## config.mk

```make
export PLATFORM = sky130hd
export DESIGN_NAME = icache_refill
export DESIGN_NICKNAME = d
export VERILOG_FILES = /design/src/rtl/icache_refill_pkg.sv /design/src/rtl/mmio_addr.sv /design/src/rtl/icache_refill.sv
export SDC_FILE = /design/constraint.sdc
export NUM_CORES = 1
export LEC_CHECK = 0
export CORE_ASPECT_RATIO = 0.5
export CORE_MARGIN = 1
export CORE_UTILIZATION = 43
export CTS_BUF_LIST = sky130_fd_sc_hd__clkbuf_8 sky130_fd_sc_hd__clkbuf_16
export CTS_CLUSTER_DIAMETER = 100
export DETAILED_ROUTE_END_ITERATION = 6
export GPL_ROUTABILITY_DRIVEN = 1
export PLACE_DENSITY = 0.77
export SLEW_MARGIN = 0
export SYNTH_ARGS = -nofsm -noshare
export SYNTH_HDL_FRONTEND = slang
export SYNTH_SLANG_ARGS = --single-unit
export TNS_END_PERCENT = 50
```

## constraint.sdc

```tcl
create_clock -name sys_clk -period 2.2 [get_ports sys_clk]
set_input_delay 0.44 -clock sys_clk [delete_from_list [all_inputs] [get_ports sys_clk]]
set_output_delay 0.44 -clock sys_clk [all_outputs]
set_load 0.05 [all_outputs]
```

## src/rtl/icache_refill_pkg.sv

```systemverilog
// -----------------------------------------------------------------------------
// icache_refill_pkg
//   Shared definitions for the I-cache refill engine: FSM state encoding,
//   line geometry and the address masks used to form beat base addresses.
// -----------------------------------------------------------------------------
package icache_refill_pkg;

    typedef enum logic [1:0] {
        ST_IDLE    = 2'd0,
        ST_FETCH   = 2'd1,
        ST_DONE    = 2'd2,
        ST_RELEASE = 2'd3
    } refill_state_e;

    localparam int          LINE_WORDS       = 8;
    localparam int          LINE_BYTES       = 32;
    localparam int          BEAT_ADDR_STEP   = 4;
    localparam logic [31:0] LINE_OFFSET_MASK = 32'h0000_001F;
    localparam logic [31:0] WORD_MASK        = 32'h0000_0003;

    // Base address of the first beat: line-aligned for cached fills,
    // word-aligned for a single uncached MMIO word.
    function automatic logic [31:0] beat_base(input logic [31:0] addr,
                                              input logic        is_mmio);
        beat_base = is_mmio ? (addr & ~WORD_MASK) : (addr & ~LINE_OFFSET_MASK);
    endfunction

endpackage

```

## src/rtl/mmio_addr.sv

```systemverilog
// -----------------------------------------------------------------------------
// mmio_addr
//   Address-space decoder: flags addresses that fall in the uncached MMIO
//   window (everything at or above MMIO_BASE).
//   Ports:
//     addr    in  32  byte address to classify
//     is_mmio out  1  high when addr is in the MMIO window
// -----------------------------------------------------------------------------
module mmio_addr #(
    parameter logic [31:0] MMIO_BASE = 32'hF000_0000
) (
    input  logic [31:0] addr,
    output logic        is_mmio
);

    assign is_mmio = (addr >= MMIO_BASE);

endmodule

```

## src/rtl/icache_refill.sv

```systemverilog
// -----------------------------------------------------------------------------
// icache_refill
//   Miss-service engine for the L1 instruction cache. On a read request it
//   fetches a full 32-byte line as eight 32-bit beats (or a single word for
//   MMIO addresses) over a req/ack memory word bus, assembles the line and
//   signals completion with a one-cycle done pulse.
//   Ports:
//     sys_clk          in   1   system clock, all state on posedge
//     rst              in   1   synchronous active-high reset
//     l1_mmu_req_read  in   1   registered read request from the I-cache
//     l1_mmu_req_addr  in   32  request byte address
//     mmu_l1_done      out  1   one-cycle completion pulse
//     mmu_l1_read_data out  256 assembled line (MMIO word in [31:0])
//     mem_req          out  1   beat request, held until acknowledged
//     mem_addr         out  32  word-aligned beat address
//     mem_ack          in   1   beat accepted, mem_rdata valid this cycle
//     mem_rdata        in   32  beat read data
// -----------------------------------------------------------------------------
module icache_refill #(
    parameter int LINE_WORDS     = 8,
    parameter int BEAT_ADDR_STEP = 4
) (
    input  logic                     sys_clk,
    input  logic                     rst,
    input  logic                     l1_mmu_req_read,
    input  logic [31:0]              l1_mmu_req_addr,
    output logic                     mmu_l1_done,
    output logic [LINE_WORDS*32-1:0] mmu_l1_read_data,
    output logic                     mem_req,
    output logic [31:0]              mem_addr,
    input  logic                     mem_ack,
    input  logic [31:0]              mem_rdata
);

    import icache_refill_pkg::*;

    localparam int CNT_W = $clog2(LINE_WORDS);

    refill_state_e    state_reg;
    logic [CNT_W-1:0] beat_cnt_reg;
    logic [CNT_W-1:0] last_beat_reg;
    logic             mem_req_reg;
    logic [31:0]      mem_addr_reg;
    logic             done_reg;
    logic [31:0]      line_reg [LINE_WORDS];

    logic             is_mmio;
    logic             capture;
    logic             beat_fire;

    mmio_addr u_mmio_addr (
        .addr    (l1_mmu_req_addr),
        .is_mmio (is_mmio)
    );

    // A new miss is accepted only from IDLE; RELEASE deliberately ignores the
    // request so the cache's still-high registered request is not re-taken.
    assign capture   = (state_reg == ST_IDLE) && l1_mmu_req_read;
    assign beat_fire = (state_reg == ST_FETCH) && mem_req_reg && mem_ack;

    // -------------------------------------------------------------------------
    // Control FSM with registered outputs
    // -------------------------------------------------------------------------
    always_ff @(posedge sys_clk) begin
        if (rst) begin
            state_reg     <= ST_IDLE;
            beat_cnt_reg  <= '0;
            last_beat_reg <= '0;
            mem_req_reg   <= 1'b0;
            mem_addr_reg  <= '0;
            done_reg      <= 1'b0;
        end else begin
            done_reg <= 1'b0;
            case (state_reg)
                ST_IDLE: begin
                    if (capture) begin
                        mem_addr_reg  <= beat_base(l1_mmu_req_addr, is_mmio);
                        last_beat_reg <= is_mmio ? '0 : CNT_W'(LINE_WORDS - 1);
                        beat_cnt_reg  <= '0;
                        mem_req_reg   <= 1'b1;
                        state_reg     <= ST_FETCH;
                    end
                end
                ST_FETCH: begin
                    // Without an ack everything holds: no timeout by design.
                    if (beat_fire) begin
                        beat_cnt_reg <= beat_cnt_reg + 1'b1;
                        mem_addr_reg <= mem_addr_reg + 32'(BEAT_ADDR_STEP);
                        if (beat_cnt_reg == last_beat_reg) begin
                            mem_req_reg <= 1'b0;
                            done_reg    <= 1'b1;
                            state_reg   <= ST_DONE;
                        end
                    end
                end
                ST_DONE: begin
                    state_reg <= ST_RELEASE;
                end
                ST_RELEASE: begin
                    state_reg <= ST_IDLE;
                end
                default: begin
                    state_reg <= ST_IDLE;
                end
            endcase
        end
    end

    // -------------------------------------------------------------------------
    // Line register: one 32-bit slot per beat. Cleared on capture so MMIO
    // reads return zeros above the word; otherwise holds until next capture.
    // -------------------------------------------------------------------------
    genvar gi;
    generate
        for (gi = 0; gi < LINE_WORDS; gi++) begin : g_slot
            always_ff @(posedge sys_clk) begin
                if (rst || capture) begin
                    line_reg[gi] <= '0;
                end else if (beat_fire && (beat_cnt_reg == CNT_W'(gi))) begin
                    line_reg[gi] <= mem_rdata;
                end
            end
            assign mmu_l1_read_data[32*gi +: 32] = line_reg[gi];
        end
    endgenerate

    assign mmu_l1_done = done_reg;
    assign mem_req     = mem_req_reg;
    assign mem_addr    = mem_addr_reg;

endmodule

```

# Yosys cells after proc, flatten, opt, wreduce, memory -nomap -nowiden

Memory sizes are Yosys's and may differ from the RTL's.
Index checks and enable logic that the tools add are counted.

Bits in registers: 42
Latch bits: 0
Bits in writable memories: 256
Memory bits (read-only): 0
Bits of input ports: 68
Output and inout port bits: 290
Logic and storage cells: 105
Memories: 1

Memories:

| memory   | depth | bits a word | rd ports | clocked after Yosys merged registers in | write ports | line                | RTL |
|---|---|---|---|---|---|---|---|
| line_reg | 8     | 32          | 8        | 0                                       | 8           | icache_refill.sv:45 | `logic [31:0] line_reg [LINE_WORDS];` |

$add $sub $neg: 2
Multipliers: 0
Div/mod/pow operators: 0
Order comparisons: 1
Equal/unequal tests: 14
Shift-type cells: 0
Multiplexer cells: 51
Bitwise logic cells: 10
Reductions and logical operators: 20

Operators by type and width:

| cell                                                      | count |
|---|---|
| 2-to-1 mux 32 bit                                         | 10 |
| one-hot mux 32 bit (2 select lines)                       | 1 |
| adder 32 x 3 -> 32 bit, second input constant             | 1 |
| greater-or-equal comparator 32 bit, second input constant | 1 |
| 2-to-1 mux 1 bit                                          | 30 |
| == test 3 bit, second input constant                      | 4 |
| logical AND 1 bit                                         | 11 |
| 2-to-1 mux 3 bit                                          | 3 |
| bitwise OR 1 bit                                          | 8 |
| one-hot mux 2 bit (4 select lines)                        | 1 |
| == test 3 x 2 -> 1 bit, second input constant             | 2 |
| 2-to-1 mux 2 bit                                          | 3 |
| one-hot mux 3 bit (2 select lines)                        | 1 |
| AND reduction 3 bit                                       | 2 |
| 2-to-1 mux 5 bit                                          | 1 |
| == test 2 bit, second input constant                      | 2 |
| inequality test 2 bit, second input constant              | 2 |
| AND reduction 4 bit                                       | 1 |
| adder 3 x 1 -> 3 bit, second input constant               | 1 |
| == test 3 x 1 -> 1 bit, second input constant             | 1 |
| == test 3 bit                                             | 1 |
| logical NOT 3 bit                                         | 1 |
| OR reduction 3 bit                                        | 1 |
| == test 2 x 1 -> 1 bit, second input constant             | 1 |
| 7 further kinds                                           | 8 |

# Depth between registers and ports, before layout

Gate-level depths: netlist of the first run.

Word-level depth: 8
Depth in mapped cells: 10
Mapped depth without buffers: 7

# Cells and area by module

Synthesis of the first run repeated with hierarchy kept, for this count alone.

Cells, all modules: 911
Area total of the unflattened synthesis: 12105.4 um2

By module, submodules not included:

| module        | times used | cells each | area each (um2) | sequential area each (um2) |
|---|---|---|---|---|
| icache_refill | 1          | 910        | 12096.6         | 8448.1 |
| mmio_addr     | 1          | 1          | 8.8             | 0.0 |

# Worst setup path after synthesis of the first run

OpenSTA, ideal clock, no wires.

Kind: flip-flop to flip-flop
Start point: register mem_addr_reg[2], in the netlist mem_addr[2]
End point: register mem_addr_reg[28], in the netlist mem_addr[28]
Setup time: 127 ps
Arrival time: 2281 ps
Required time: 2073 ps
Setup slack: -208 ps
Stages on the path, launching flop included: 8
Path buffers: 1
Clock period less this slack: 2408 ps
Cells stage by stage: dfxtp_1 > ha_1 > nand3_1 > or4_4 > buf_6 > nor3_4 > a21oi_1 > or3_1

Longest elaborated chain between the ends: 3

Ends and longest elaborated chain:

| what                                | line                | RTL |
|---|---|---|
| start, declared                     | icache_refill.sv:43 | `logic [31:0] mem_addr_reg;` |
| start signal, assigned              | icache_refill.sv:77 | `mem_addr_reg <= beat_base(l1_mmu_req_addr, is_mmio);` |
| start signal, assigned              | icache_refill.sv:88 | `mem_addr_reg <= mem_addr_reg + 32'(BEAT_ADDR_STEP);` |
| adder 32 x 3 -> 32 bit              | icache_refill.sv:88 |  |
| 2-to-1 mux 32 bit                   | icache_refill.sv:86 | `if (beat_fire) begin` |
| one-hot mux 32 bit (2 select lines) | icache_refill.sv:74 | `case (state_reg)` |

No other way between the ends. The select of a mux whose other input is x is not followed.
A chain may end at the register's enable or synchronous reset.

==> impl_metrics.tcl, run 1 <==
set metrics [dict create \
    outcome "complete, no violations" \
    nets 1372 \
    worst_hold_path.endpoint "mem_addr[2]" \
    ant_nets 0 \
    largest_reg_flops 256 \
    setup.reg_to_reg.worst_slack_ns 0.09 \
    drtIter0Drc 928 \
    slew_headroom_pct 60.16 \
    dp.cells 1644 \
    grt_pass1_wl_um 52100 \
    min_path_cells 1 \
    reg2regPathDepth 8 \
    synth_area_leaders "edfxtp_1 (63%), and2_1 (8.5%), dfxtp_1 (6.3%)" \
    synth_edf_count 256 \
    worst_pin_slew_ns 0.5966 \
    fin_tns_setup_ns 0 \
    initial_core_util_pct 43.75 \
    synth_area_mm2 0.01212 \
    regToRegStartpoint "state_reg[1]" \
    die_w_um 239.4 \
    final_cells 1696 \
    synthFlopType "edfxtp_1" \
    grt_max_degree 51 \
    crit_family "buffers and inverters" \
    ys_ff_latch 294 \
    slew_viol_final 0 \
    clkTransAtPathRegs_ns 0.06 \
    core_area_mm2 0.02771 \
    yosysTopAreaCellShare_pct 63.42 \
    grt_pass1_vias 8656 \
    p_per_area_mw_per_mm2 1251 \
    vdd_drop_max_v 0.0008867 \
    rsz0062_at_grt "yes" \
    clock_latency_ns 0.56 \
    ys_types 55 \
    drt_first_pass_iters 5 \
    drive_above_1_share_pct 10.35 \
    globalRouteTotalUtil_pct 23.91 \
    cp_slowest_cell "clkdlybuf4s50_1" \
    r2r-end "line_reg[1][89]" \
    p_seq_share_pct 36.4 \
    swShare_pct 41.27 \
    clock_skew_ns 0.01722 \
    critPathArrivalTime_ns 1.73 \
    fp.dieArea_mm2 0.02891 \
    synthCells 914 \
    drc 0 \
    synthTopCellsByCount "edfxtp_1 (256), and2_1 (164), and3_1 (113), clkbuf_1 (50), nand2_1 (42)" \
    cts_buffers 27 \
    clkPwrFrac_pct 22.0 \
    yosysWarnings 0 \
    cp-end-kind "output port" \
    worst-path-max-fanout 1 \
    wl_per_cell_um 21.02 \
    dpl_cell_area_mm2 0.01656 \
    grt_antenna_before_repair 0 \
    synthToLayoutAreaGrowth_pct 44.76 \
    crit_buf_inv 1 \
    grt-ovfl-total 0 \
    cts_root_buf "clkbuf_16" \
    post-place-ws_ns -0.09949 \
    path_cells "clkdlybuf4s50_1" \
    cpPeakStageDelay_ns 0.84 \
    finalWirelength_um 35650 \
    async_reset_ff_share_pct 0 \
    fin_crit_sh_pct 98.53 \
    avgSynthCellArea_um2 13.26 \
    required_ns 1.76 \
    path_class "register to output port" \
    io_buffers 353 \
    fin_ws_ns 0.03223 \
    p_leak_nw 7.563 \
    vias 9054 \
    vias_per_cell 5.338 \
    p_sw_w 0.009059 \
    finalSetupViolations 0 \
    yosysTopAreaCell "edfxtp_1" \
    hold_class "register to register" \
    htreeDepth 1 \
    fin_crit_ns 2.168 \
    clock_path_buffers 3 \
    cts.sinks 294 \
    hold_viol 0 \
    cts_tree "built" \
    critPathLaunchType "register" \
    maxCapViolCount 0 \
    comb_power_share_pct 41.6 \
    dp.final_hpwl_um 25220 \
    ys_seq_area_share_pct 69.69 \
    synth_most_common_cell "edfxtp_1" \
    num_antenna_cells 0 \
    routabilityCongestion 0.8470 \
    die_h_um 120.7 \
    p_int_w 0.01289 \
    max_freq_ghz 0.4613 \
    rows 43 \
    pin_count 358 \
    fin_area_mm2 0.01755 \
    worstHoldStart "mem_addr[2]" \
]
## worst max path at each step
stage | start | slack (ns) | cells after the start | to
final | line_reg[1][59] | 0.03 | 1 | mmu_l1_read_data[187]
after global routing | state_reg[1] | -0.03 | 9 | mem_addr[24]
after CTS | line_reg[1][16] | 0.001 | 1 | mmu_l1_read_data[144]
after detailed placement | mem_ack | -0.1 | 7 | line_reg[1][77]
after global placement | mem_ack | -0.07 | 7 | line_reg[1][84]
after floorplan | mem_req | -0.05 | 4 | line_reg[0][32]
## power groups by stage
stage	Clock (W)	Combinational, W	Sequential [W]
6_report	0.00483	0.00912	0.00800
5_1_grt	0.00513	0.00946	0.00812
4_1_cts	0.00490	0.00899	0.00799
3_5_place_dp	0	0.00914	0.00812
3_3_place_gp	0	0.00904	0.00806
2_1_floorplan	0	0.00179	0.0119
## per-layer routing
metal	up-vias	global-route usage (%)	share of wire, %
li1	4108	-	-
met5	-	0	0
met2	366	42.30	51
met3	82	2.854	4.8
met4	0	8.013	3.4
met1	4498	30.60	41
## what timing repair did
item                       CTS  global route
gates cloned                 0             1
hold buffers                 0             0
setup buffers                0             1
setup endpoints to repair   47           168
pin swaps                    0             2
resized for setup           47            42
## placed cells by master (no fill, tap or decap), drive strengths merged, types with 8 or more instances in the layout
master and n:
and3 115, buf 62, clkinv 11, o21ai 14
inv 16, dfxtp 38, nand4 9, and2 164
a21oi 33, ha 11, clkbuf 28, edfxtp 256
clkdlybuf4s50 267, dlygate4sd2 47, nor4 8, nor2 29
nand3 23, dlymetal6s2s 35, nand2 42, nor3 15
## area by class of cell
| class | instances | area (um2) |
|---|---|---|
| Clock buffer | 27 | 675.6 |
| Clock inverter | 23 | 227.7 |
| Fill cell | 2092 | 10160 |
| Inverter | 11 | 41.29 |
| Multi-Input combinational cell | 547 | 3421 |
| Sequential cell | 294 | 8453 |
| Tap cell | 382 | 478.0 |
| Timing Repair Buffer | 412 | 4250 |
## cell families after synthesis
| kind of cell | synth area share [%] |
|---|---|
| adders and majority gates | 1.135 |
| muxes | 0.7845 |
| DFF | 69.69 |
| buffers and inverters | 2.508 |
| and+or+nand+nor | 21.21 |
| AOI/OAI and AO/OA | 4.635 |
| other | 0.03094 |
## stage by stage
step                      util [%]  total power [W]  hold slack, ns
after floorplan                  -          0.01366          0.4871
after global placement       59.75          0.01710          0.4828
after detailed placement     59.75          0.01725          0.4916
after CTS                    62.80          0.02188          0.5032
after global routing         63.33          0.02271          0.5250
final                        63.33          0.02195          0.5015
(Power assumes the default switching activity.)
==> inputs of run 2 (changes only) <==
SYNTH_HIERARCHICAL = 1   (was unset)
==> impl_metrics.tcl, run 2 <==
set metrics [dict create \
    layout_common_cells "edfxtp_1 (256), clkdlybuf4s50_1 (253), and2_1 (163), and3_1 (116), dlygate4sd2_1 (62)" \
    synth_area_mm2 0.01211 \
    regToRegStartpoint "mem_addr[2]" \
    yosysTopAreaCellShare_pct 63.50 \
    synthFlopType "edfxtp_1" \
    path_class "register to output port" \
    synth_area_leaders "edfxtp_1 (64%), and2_1 (8.4%), dfxtp_1 (6.3%)" \
    slew_viol_final 0 \
    rows 42 \
    min_path_cells 3 \
    grt_max_degree 61 \
    fp.dieArea_mm2 0.02887 \
    yosysTopAreaCell "edfxtp_1" \
    max_freq_ghz 0.4590 \
    holdWs_ns 0.4799 \
    dpl_cell_area_mm2 0.01650 \
    cpPeakStageDelay_ns 0.86 \
    cp-end-kind "output port" \
    power_w 0.02159 \
    grt_antenna_before_repair 0 \
    cp_slowest_cell "clkdlybuf4s50_1" \
    htreeDepth 1 \
    final_common_cell "edfxtp_1" \
    drc 0 \
    p_per_area_mw_per_mm2 1242 \
    nets 1367 \
    drtIter0Drc 733 \
    avgSynthCellArea_um2 13.29 \
    initial_core_util_pct 44.73 \
    critPathCapture "mmu_l1_read_data[213]" \
    synthToLayoutAreaGrowth_pct 43.59 \
    finalWirelength_um 36440 \
    utilization_pct 64.23 \
    clock_path_buffers 3 \
    required_ns 1.76 \
    cts_root_buf "clkbuf_16" \
    p_leak_nw 7.615 \
    cts.sinks 294 \
    worst_pin_slew_ns 0.5846 \
    fin_area_mm2 0.01738 \
    worst-path-max-fanout 1 \
    critPathArrivalTime_ns 1.74 \
    io_buffers 353 \
    synthCells 911 \
    num_antenna_cells 0 \
    largest_reg_flops 256 \
    dp.final_hpwl_um 25270 \
    slew_headroom_pct 60.90 \
    r2r-end "mem_addr[24]" \
    core_area_mm2 0.02706 \
    fin_crit_ns 2.178 \
    crit_buf_inv 1 \
    path_cells "clkdlybuf4s50_1" \
    yosysWarnings 6 \
    synthTopCellsByCount "edfxtp_1 (256), and2_1 (163), and3_1 (117), clkbuf_1 (45), nand2_1 (40)" \
    cts_buffers 27 \
    critPathLaunch "line_reg[1][85]" \
    pin_count 358 \
    maxCapViolCount 0 \
    outcome "complete, no violations" \
    worstHoldStart "l1_mmu_req_addr[17]" \
    ys_types 54 \
    vias 8951 \
    grt_pass1_wl_um 54180 \
    setup.reg_to_reg.worst_slack_ns 0.16 \
    wl_per_cell_um 21.65 \
    globalRouteTotalUtil_pct 25.01 \
    ant_nets 0 \
    cts_tree "built" \
    n_fill_cell 2010 \
    reg2regPathDepth 6 \
    fin_crit_sh_pct 99.02 \
    hold_class "input port to register" \
    clock_latency_ns 0.56 \
    finalSetupViolations 0 \
    crit_cells 1 \
    multi_input_area_mm2 0.003382 \
    clkTransAtPathRegs_ns 0.07 \
    drt_first_pass_iters 5 \
    ys_ff_latch 294 \
    crit_family "buffers and inverters" \
    synth_most_common_cell "edfxtp_1" \
    vias_per_cell 5.318 \
    async_reset_ff_share_pct 0 \
    hold_viol 0 \
    drive_above_1_share_pct 8.785 \
    critPathLaunchType "register" \
    routabilityCongestion 0.8773 \
    grt-ovfl-total 0 \
    vdd_drop_max_v 0.0006715 \
    grt_pass1_vias 8856 \
    clock_skew_ns 0.01502 \
    die_h_um 120.6 \
    seq_area_mm2 0.008448 \
    synth_edf_count 256 \
    die_w_um 239.3 \
    ys_seq_area_share_pct 69.79 \
]
## run 2: cell count changes after synthesis, moves of 3 or more
cell	change
a31oi_1	+7
and3_1	+4
clkbuf_1	-5
mux2_2	-4
nand2b_1	-6
nand3_1	-7
nor2_1	-4
nor3_1	+11
o211ai_1	-3
o21a_1	+4
o21ai_0	+7
## run 2: per-layer routing
metal	part of all wire, %	vias to the layer above	global-route usage, %
met4	3.7	0	9.095
met3	4.9	82	4.132
met2	51	336	42.88
met1	41	4431	32.13
met5	0	-	0
li1	-	4102	-
## run 2: kinds of logic (layout without fill, tap and decap cells)
group | after synthesis | count (layout) | share of synthesized area (%)
AOI/OAI and AO/OA | 101 | 101 | 5.178
adders and majority gates | 11 | 11 | 1.137
buffers and inverters | 71 | 468 | 2.512
DFF | 294 | 294 | 69.79
muxes | 5 | 5 | 0.4135
other | 1 | 2 | 0.03098
and+or+nand+nor | 428 | 428 | 20.94
## run 2: worst min-delay path by stage
stage	endpoint	slack, ns
global route	mem_addr[17]	0.50
detailed placement	mem_addr[11]	0.52
floorplan	state_reg[1]	0.49
CTS	mem_addr[17]	0.47
global placement	state_reg[1]	0.50
finish	mem_addr[17]	0.48
## run 2: cell type report
class                   instances  area share (%)
clock buffers                  27           3.887
repair buffers                407           24.10
flip-flops and latches        294           48.60
inverters                      11          0.2375
clock inverters                23           1.022
well taps                     374           2.692
multi-input cells             547           19.46
## run 2: what timing repair did
action / CTS / global route
setup endpoints to repair: 62 / 101
gates resized for setup: 62 / 39
hold buffers: 0 / 0
buffers inserted: 0 / 0
## run 2: power by group
part / switching, W / internal [W]
clock network: 0.00214 / 0.00249
logic: 0.00629 / 0.00270
registers: 0.000601 / 0.00737
## run 2: through the flow
stage,setup WS (ns),instances,setup TNS [ns]
after floorplan,-0.09280,912,-12.50
after detailed placement,-0.1312,1633,-4.440
final,0.02157,1683,0
after global placement,-0.06357,1633,-1.224
after global routing,-0.008286,1683,-0.008286
after CTS,0.0001278,1683,0
==> inputs of run 3 (changes only) <==
CELL_PAD_IN_SITES_DETAIL_PLACEMENT = 0   (was unset)
CELL_PAD_IN_SITES_GLOBAL_PLACEMENT = 1   (was unset)
CORE_UTILIZATION = 40   (was 43)
CTS_CLUSTER_SIZE = 20   (was unset)
PLACE_DENSITY = unset   (was 0.77)
PLACE_DENSITY_LB_ADDON = 0.1   (was unset)
clock period = 2.8 ns   (was 2.2 ns; I/O delays follow)
==> impl_metrics.tcl, run 3 (synthesized netlist as in run 2, its figures left out) <==
set metrics [dict create \
    outcome "complete, no violations" \
    core_area_mm2 0.02940 \
    synthToLayoutAreaGrowth_pct 38.38 \
    worst-path-max-fanout 7 \
    fin_crit_sh_pct 87.23 \
    vdd_drop_max_v 0.0006219 \
    clock_latency_ns 0.52 \
    slew_headroom_pct 53.53 \
    vias_per_cell 5.191 \
    critPathArrivalTime_ns 1.88 \
    post_cts_buffers 0 \
    maxCapViolCount 0 \
    hold_class "register to register" \
    setup.reg_to_reg.worst_slack_ns 0.39 \
    cts_tree "built" \
    die_w_um 248.0 \
    num_antenna_cells 0 \
    initial_core_util_pct 41.18 \
    globalRouteTotalUtil_pct 21.88 \
    grt-ovfl-total 0 \
    min_path_cells 2 \
    cts_buffers 18 \
    wl_per_cell_um 21.00 \
    grt_pass1_vias 7965 \
    clock_path_buffers 3 \
    clock_skew_ns 0.01776 \
    worst_hold_path.endpoint "state_reg[1]" \
    post_cts_resized 0 \
    cts.sinks 294 \
    crit_buf_inv 1 \
    fin_tns_setup_ns 0 \
    rows 44 \
    routabilityCongestion 0.8146 \
    clkTransAtPathRegs_ns 0.09 \
    n_fill_cell 2413 \
    crit_cells 1 \
    reg2regPathDepth 7 \
    regToRegStartpoint "state_reg[0]" \
    r2r-end "line_reg[1][27]" \
    htreeDepth 1 \
    grt_pass1_wl_um 50620 \
    p_per_area_mw_per_mm2 943.3 \
    cpPeakStageDelay_ns 0.90 \
    critPathLaunchType "register" \
    cp-end-kind "output port" \
    grt_max_degree 97 \
    pin_count 358 \
    finalSetupViolations 0 \
    largest_reg_flops 256 \
    path_cells "clkdlybuf4s50_1" \
    vias 8596 \
    worst_pin_slew_ns 0.6970 \
    rsz0062_at_grt "no" \
    fin_ws_ns 0.3575 \
    crit_family "buffers and inverters" \
    fin_crit_ns 2.443 \
    post-place-ws_ns 0.05371 \
    grt_antenna_before_repair 0 \
    max_freq_ghz 0.4094 \
    die_h_um 125.0 \
    p_leak_nw 6.556 \
    nets 1340 \
    path_class "register to output port" \
    cts_root_buf "clkbuf_16" \
    cp_slowest_cell "clkdlybuf4s50_1" \
    slew_viol_final 0 \
    drive_above_1_share_pct 6.087 \
    layout_common_cells "clkdlybuf4s50_1 (353), edfxtp_1 (256), and2_1 (163), and3_1 (116), dfxtp_1 (38)" \
    fp.dieArea_mm2 0.03101 \
    finalWirelength_um 34780 \
    hold_viol 0 \
    worstHoldStart "state_reg[1]" \
    drtIter0Drc 641 \
    drt_first_pass_iters 5 \
    ant_nets 0 \
    required_ns 2.24 \
    hold_buffers 0 \
    io_buffers 353 \
    drc 0 \
    dp.final_hpwl_um 23970 \
    final_common_cell "clkdlybuf4s50_1" \
]
[run 3: cell count changes in the layout (fill, tap and decap cells not counted), moves of 3 or more]
| cell | before | now |
|---|---|---|
| dlymetal6s2s_1 | 37 | 0 |
| clkinv_2 | 4 | 0 |
| inv_1 | 18 | 14 |
| dlygate4sd2_1 | 62 | 0 |
| clkdlybuf4s50_1 | 253 | 353 |
| clkbuf_16 | 27 | 18 |
| clkinv_1 | 4 | 1 |
| buf_4 | 36 | 28 |
| clkinvlp_4 | 3 | 0 |
| buf_12 | 19 | 8 |
[run 3: metal layers]
layer | vias to the layer above | part of all wire, % | GRT usage (%) | wire (um)
met4 | 0 | 1.6 | 3.753 | 573
met1 | 4266 | 43 | 29.81 | 14830
li1 | 4019 | - | - | -
met3 | 37 | 5.5 | 3.070 | 1921
met5 | - | 0 | 0 | 0
met2 | 274 | 50 | 37.64 | 17460
[run 3: through the flow]
step | utilization [%] | cells | area, um2 | power [W] | hold slack [ns]
3_5_place_dp | 55.31 | 1632 | 16260 | 0.01336 | 0.5205
3_3_place_gp | 55.31 | 1632 | 16260 | 0.01329 | 0.5063
6_report | 56.98 | 1656 | 16750 | 0.01580 | 0.5351
5_1_grt | 56.98 | 1656 | 16750 | 0.01642 | 0.5467
4_1_cts | 56.98 | 1656 | 16750 | 0.01594 | 0.5305
2_1_floorplan | - | 912 | 12110 | 0.01069 | 0.4871
[run 3: worst max-delay path by stage]
stage,from,to,slack [ns]
floorplan,mem_req,line_reg[1][0],0.47
CTS,mem_addr[2],mem_addr[2],0.33
global route,state_reg[0],line_reg[1][29],0.22
global placement,l1_mmu_req_read,line_reg[1][12],0.11
finish,mem_addr[2],mem_addr[2],0.36
detailed placement,l1_mmu_req_read,line_reg[1][13],0.05
[run 3: where the power goes]
group	internal, W	switching, W	leakage, nW	total (W)
Sequential	0.00579	0.000481	3.08	0.00627
Clock	0.00117	0.00141	0.254	0.00259
Combinational	0.00211	0.00484	3.22	0.00695
[run 3: layout make-up]
type	count	area [um2]	area share, %
multi-input cells	547	3378	20.17
well taps	391	489.2	2.921
flip-flops and latches	294	8448	50.43
clock buffers	18	450.4	2.689
clock inverters	6	40.04	0.2390
repair buffers	389	3904	23.30
inverters	11	41.29	0.2465
